--- src/rtl/mfp_ahb_lite_master_arbiter_pkg.sv ---
// Shared encodings and small helpers for the two-master AHB-Lite arbiter.
package mfp_ahb_lite_master_arbiter_pkg;

  // Address-phase / data-phase owner encoding
  typedef enum logic {
    CPU_OWN = 1'b0,
    LDR_OWN = 1'b1
  } owner_e;

  // HTRANS encodings
  localparam logic [1:0] HTRANS_IDLE   = 2'b00;
  localparam logic [1:0] HTRANS_NONSEQ = 2'b10;
  localparam logic [1:0] HTRANS_SEQ    = 2'b11;

  // True for any transfer that is not IDLE (BUSY is never issued by either master)
  function automatic logic trans_active(input logic [1:0] htrans);
    return (htrans != HTRANS_IDLE);
  endfunction

  // Saturating 8-bit increment for the beat counter
  function automatic logic [7:0] sat_inc8(input logic [7:0] val);
    return (val == 8'hFF) ? 8'hFF : (val + 8'h01);
  endfunction

endpackage

--- src/rtl/mfp_ahb_lite_master_arbiter.sv ---
// Two-master AHB-Lite arbiter (CPU = master 0, SREC loader = master 1) in front
// of the bus matrix. Ownership moves only at IDLE, unlocked, HREADY=1 cycles so
// that the data phase straddling a switch is always an IDLE phase.
module mfp_ahb_lite_master_arbiter
  import mfp_ahb_lite_master_arbiter_pkg::*;
#(
  parameter int LDR_MAX_BEATS = 16
) (
  input  logic        HCLK,
  input  logic        HRESETn,
  // CPU master
  input  logic [31:0] HADDR,
  input  logic [ 2:0] HBURST,
  input  logic        HMASTLOCK,
  input  logic [ 3:0] HPROT,
  input  logic [ 2:0] HSIZE,
  input  logic [ 1:0] HTRANS,
  input  logic [31:0] HWDATA,
  input  logic        HWRITE,
  output logic [31:0] HRDATA,
  output logic        HREADY,
  output logic        HRESP,
  // Loader master
  input  logic [31:0] ldr_HADDR,
  input  logic [ 2:0] ldr_HBURST,
  input  logic        ldr_HMASTLOCK,
  input  logic [ 3:0] ldr_HPROT,
  input  logic [ 2:0] ldr_HSIZE,
  input  logic [ 1:0] ldr_HTRANS,
  input  logic [31:0] ldr_HWDATA,
  input  logic        ldr_HWRITE,
  output logic        ldr_HREADY,
  output logic        ldr_HRESP,
  input  logic        ldr_lock,
  // Slave side toward the matrix
  output logic [31:0] m_HADDR,
  output logic [ 2:0] m_HBURST,
  output logic        m_HMASTLOCK,
  output logic [ 3:0] m_HPROT,
  output logic [ 2:0] m_HSIZE,
  output logic [ 1:0] m_HTRANS,
  output logic [31:0] m_HWDATA,
  output logic        m_HWRITE,
  input  logic [31:0] m_HRDATA,
  input  logic        m_HREADY,
  input  logic        m_HRESP,
  output logic        owner
);

  localparam logic [7:0] MAX_BEATS = 8'(LDR_MAX_BEATS);

  owner_e     addr_owner_q;
  owner_e     data_owner_q;
  logic [7:0] beats_q;

  logic cpu_req_s;
  logic ldr_req_s;
  logic boundary_s;
  logic ldr_yield_s;

  assign owner = addr_owner_q;

  // Address/control mux by address owner, write data mux by data-phase owner
  always_comb begin
    m_HADDR     = HADDR;
    m_HBURST    = HBURST;
    m_HMASTLOCK = HMASTLOCK;
    m_HPROT     = HPROT;
    m_HSIZE     = HSIZE;
    m_HTRANS    = HTRANS;
    m_HWRITE    = HWRITE;
    if (addr_owner_q == LDR_OWN) begin
      m_HADDR     = ldr_HADDR;
      m_HBURST    = ldr_HBURST;
      m_HMASTLOCK = ldr_HMASTLOCK;
      m_HPROT     = ldr_HPROT;
      m_HSIZE     = ldr_HSIZE;
      m_HTRANS    = ldr_HTRANS;
      m_HWRITE    = ldr_HWRITE;
    end else begin
      m_HADDR     = HADDR;
    end
    m_HWDATA = (data_owner_q == LDR_OWN) ? ldr_HWDATA : HWDATA;
  end

  // Response steering: only the owner sees HREADY/HRESP, the other master stalls
  always_comb begin
    HRDATA     = m_HRDATA;
    HREADY     = 1'b0;
    HRESP      = 1'b0;
    ldr_HREADY = 1'b0;
    ldr_HRESP  = 1'b0;
    if (addr_owner_q == LDR_OWN) begin
      ldr_HREADY = m_HREADY;
      ldr_HRESP  = m_HRESP;
    end else begin
      HREADY = m_HREADY;
      HRESP  = m_HRESP;
    end
  end

  // Request and switch-point decode, evaluated on the muxed (owner's) controls
  always_comb begin
    cpu_req_s   = trans_active(HTRANS);
    ldr_req_s   = trans_active(ldr_HTRANS) | ldr_lock;
    boundary_s  = m_HREADY & ~trans_active(m_HTRANS) & ~m_HMASTLOCK;
    ldr_yield_s = ~ldr_lock & cpu_req_s & (~ldr_req_s | (beats_q >= MAX_BEATS));
  end

  // Ownership FSM, data-phase owner tracking and loader beat counter
  always_ff @(posedge HCLK or negedge HRESETn) begin
    if (!HRESETn) begin
      addr_owner_q <= CPU_OWN;
      data_owner_q <= CPU_OWN;
      beats_q      <= 8'd0;
    end else if (m_HREADY) begin
      data_owner_q <= addr_owner_q;
      case (addr_owner_q)
        CPU_OWN: begin
          if (boundary_s && ldr_req_s) begin
            addr_owner_q <= LDR_OWN;
            beats_q      <= 8'd0;
          end else begin
            addr_owner_q <= CPU_OWN;
          end
        end
        LDR_OWN: begin
          if (boundary_s && ldr_yield_s) begin
            addr_owner_q <= CPU_OWN;
          end else if (trans_active(m_HTRANS)) begin
            beats_q <= sat_inc8(beats_q);
          end else begin
            addr_owner_q <= LDR_OWN;
          end
        end
        default: begin
          addr_owner_q <= CPU_OWN;
        end
      endcase
    end else begin
      // Slave wait state: hold everything
      addr_owner_q <= addr_owner_q;
    end
  end

endmodule
--- config.mk ---
export PLATFORM = sky130hd
export DESIGN_NAME = mfp_ahb_lite_master_arbiter
export DESIGN_NICKNAME = d
export VERILOG_FILES = /design/src/rtl/mfp_ahb_lite_master_arbiter_pkg.sv /design/src/rtl/mfp_ahb_lite_master_arbiter.sv
export SDC_FILE = /design/constraint.sdc
export NUM_CORES = 1
export LEC_CHECK = 0
export CAP_MARGIN = 20
export CORE_AREA = 2 2 121 123
export DETAILED_ROUTE_END_ITERATION = 6
export DIE_AREA = 0 0 123 125
export MAX_ROUTING_LAYER = met4
export PLACE_DENSITY = 0.53
export SYNTH_ARGS = -nofsm -noshare
export SYNTH_HDL_FRONTEND = slang
export SYNTH_SLANG_ARGS = --single-unit
--- constraint.sdc ---
create_clock -name HCLK -period 1.5 [get_ports HCLK]
set_input_delay 0.375 -clock HCLK [delete_from_list [all_inputs] [get_ports HCLK]]
set_output_delay 0.375 -clock HCLK [all_outputs]
set_load 0.005 [all_outputs]
==> results.json <==
{
  "cts_sinks": 2,
  "synth_top_area_share_pct": 68.0,
  "final.setup.tns_ps": -23840,
  "required_ps": 1120,
  "floorplan.rows": 44,
  "dp_hpwl_microns": 6440,
  "postSynthAreaPerCell_sq_um": 9.56,
  "layout_min_cycle_time_ps": 1930,
  "fin_skew_ps": 0.769,
  "grt_pass1_vias": 2163,
  "critPathKind": "flip-flop to output pin",
  "holdBufCountCts": 0,
  "wirelength_microns": 9180,
  "dp_cells": 528,
  "antenna_found_initial": 0,
  "hold_violations": 0,
  "start_kind": "flip-flop",
  "slew_headroom_pct": 87.4,
  "yosys_warnings": 0,
  "clk_pin_slew_ps": 30,
  "drt_iter0_drc": 9,
  "dr.max_layer_used": "met4",
  "met3RoutedLength_microns": 1050,
  "power.density_nw_per_um2": 467,
  "vias_per_cell": 3.63,
  "status": "complete, but fails checks",
  "area_delta_synth_final_pct": 251,
  "most-common-layout-cells": "158 x clkdlybuf4s50_1, 67 x buf_6, 40 x mux2_2",
  "final_nets": 594,
  "worstMarginPinSlew_ps": 187,
  "grt_pass1_wl_microns": 11200,
  "fill_cells": 1476,
  "design.die.area_sq_um": 15400,
  "clockBufferDepth": 2,
  "hold_ws_ps": 321,
  "ff2ff_path_depth": 6,
  "grt_max_degree": 33,
  "power_leakage_nw": 2.09,
  "io-pin-count": 308,
  "numCtsBuffers": 3,
  "drive_above_1_share_pct": 57.5,
  "drc_errors": 0,
  "clock_latency_ps": 220,
  "vias": 2119,
  "ys_seq_elements": 2,
  "max_freq_mhz": 518,
  "port_buffers": 243,
  "timing.final.ws_setup_ps": -431,
  "dr.pass1.iters": 4,
  "synth_area_leaders": "mux2_2 68%, buf_4 19%, buf_2 3.9%",
  "initial_core_util_pct": 9.09,
  "synth_cells": 135,
  "setup_viol": 83,
  "wl_met1_microns": 3050,
  "yosys.area.top_type": "mux2_2",
  "netlist_area_sq_um": 1290,
  "slew_violations": 0,
  "n_antenna_cell": 0,
  "die_h_microns": 125,
  "worstPathMaxFanout": 5,
  "dpl_cell_area_sq_um": 3750,
  "ant_nets": 0,
  "wl_met2_microns": 4940,
  "yosysSeqAreaShare_pct": 3.88,
  "synth_nets": 328,
  "rsz0062_at_grt": "true",
  "layout_commonest_cell": "clkdlybuf4s50_1",
  "failed_checks": "negative setup slack",
  "grt_util_all_layers_pct": 9.84,
  "core-area_sq_um": 14200,
  "arrival_ps": 1560,
  "hold_class": "input pin to async pin",
  "postLayoutCellArea_sq_um": 4530,
  "yosys.cell_types.count": 14,
  "cts-root-buf": "clkbuf_16",
  "cp-end-kind": "output pin",
  "gp_congestion": 0.728,
  "fp.dieW_microns": 123,
  "vdd_drop_max_v": 0.000243,
  "fin_cells": 584,
  "gr-total-overflow": 0,
  "fin_crit_sh_pct": 129,
  "cts_tree": "yes",
  "cap_violations": 0,
  "h-tree-depth": 1,
  "post_drt_wl_per_cell_microns": 15.7
}
## sequential cells by signal, indices dropped and copies added (netlist names)
register / count
data_owner_q: 1
owner: 1
## cells by family (layout without fill, tap and decap cells)
kind of cell	after synthesis	count (layout)	synth area share, %
compound gates	4	4	1.84
buf+inv	44	309	23.1
mux	78	78	68.0
simple gates	7	7	3.20
flops	2	2	3.88
## repair_timing
action,in CTS,in global routing
resized for setup,274,161
buffers inserted,21,26
pin swaps,0,2
cloned,5,3
setup endpoints to repair,83,84
## worst max-delay path, cell delays in order (launching register included)
cell,delay [ps]
dfrtp_2,410
buf_12,150
buf_16,130
buf_8,120
buf_6,110
mux2_4,290
buf_6,120
## final cells by class
cell class	instances	area (sq um)	area share, %
Clock buffer	4	78.8	1.74
Timing Repair Buffer	304	3060	67.6
Inverter	1	3.75	0.0829
Sequential cell	2	52.6	1.16
Multi-Input combinational cell	89	1100	24.3
Tap cell	184	230	5.08
## cells in the mapped netlist
cell type and count:
mux2_2 78, buf_4 32, buf_2 10, and2_1 2
dfrtp_1 2, nor2b_1 2, o21ai_0 2, a31oi_1 1
clkbuf_1 1, inv_1 1, nand2_1 1, nand2b_1 1
o31ai_1 1, or3_1 1
## path summary, 6_finish.rpt
kind | from | endpoint | slack [ps]
worst max register to register | owner | owner | 220
max in group asynchronous | HRESETn | data_owner_q | 1040
worst max-delay path | owner | m_HADDR[5] | -430
worst min register to register | data_owner_q | data_owner_q | 850
worst min-delay path | HRESETn | owner | 320
min in group HCLK | ldr_HTRANS[0] | owner | 650
## where the power goes
| part | internal [mW] | switching, mW |
|---|---|---|
| registers | 0.0600 | 0.00886 |
| logic | 1.18 | 0.446 |
| clock network | 0.350 | 0.0700 |
## stage by stage
| step | utilization (%) | setup slack [ps] | total power [mW] |
|---|---|---|---|
| final | 31.9 | -431 | 2.11 |
| after global routing | 31.9 | -466 | 2.23 |
| after CTS | 28.5 | -536 | 1.84 |
| after detailed placement | 26.4 | -459 | 1.32 |
| after global placement | 26.4 | -437 | 1.32 |
| after floorplan | - | 46.9 | 0.487 |
## per-layer routing
metal  GRT usage [%]  vias to the layer above
met5               -                        -
met4            2.61                        0
met3            2.46                        9
met2            19.2                      176
met1            9.37                      956
li1                -                      978
(Power assumes the default switching activity.)
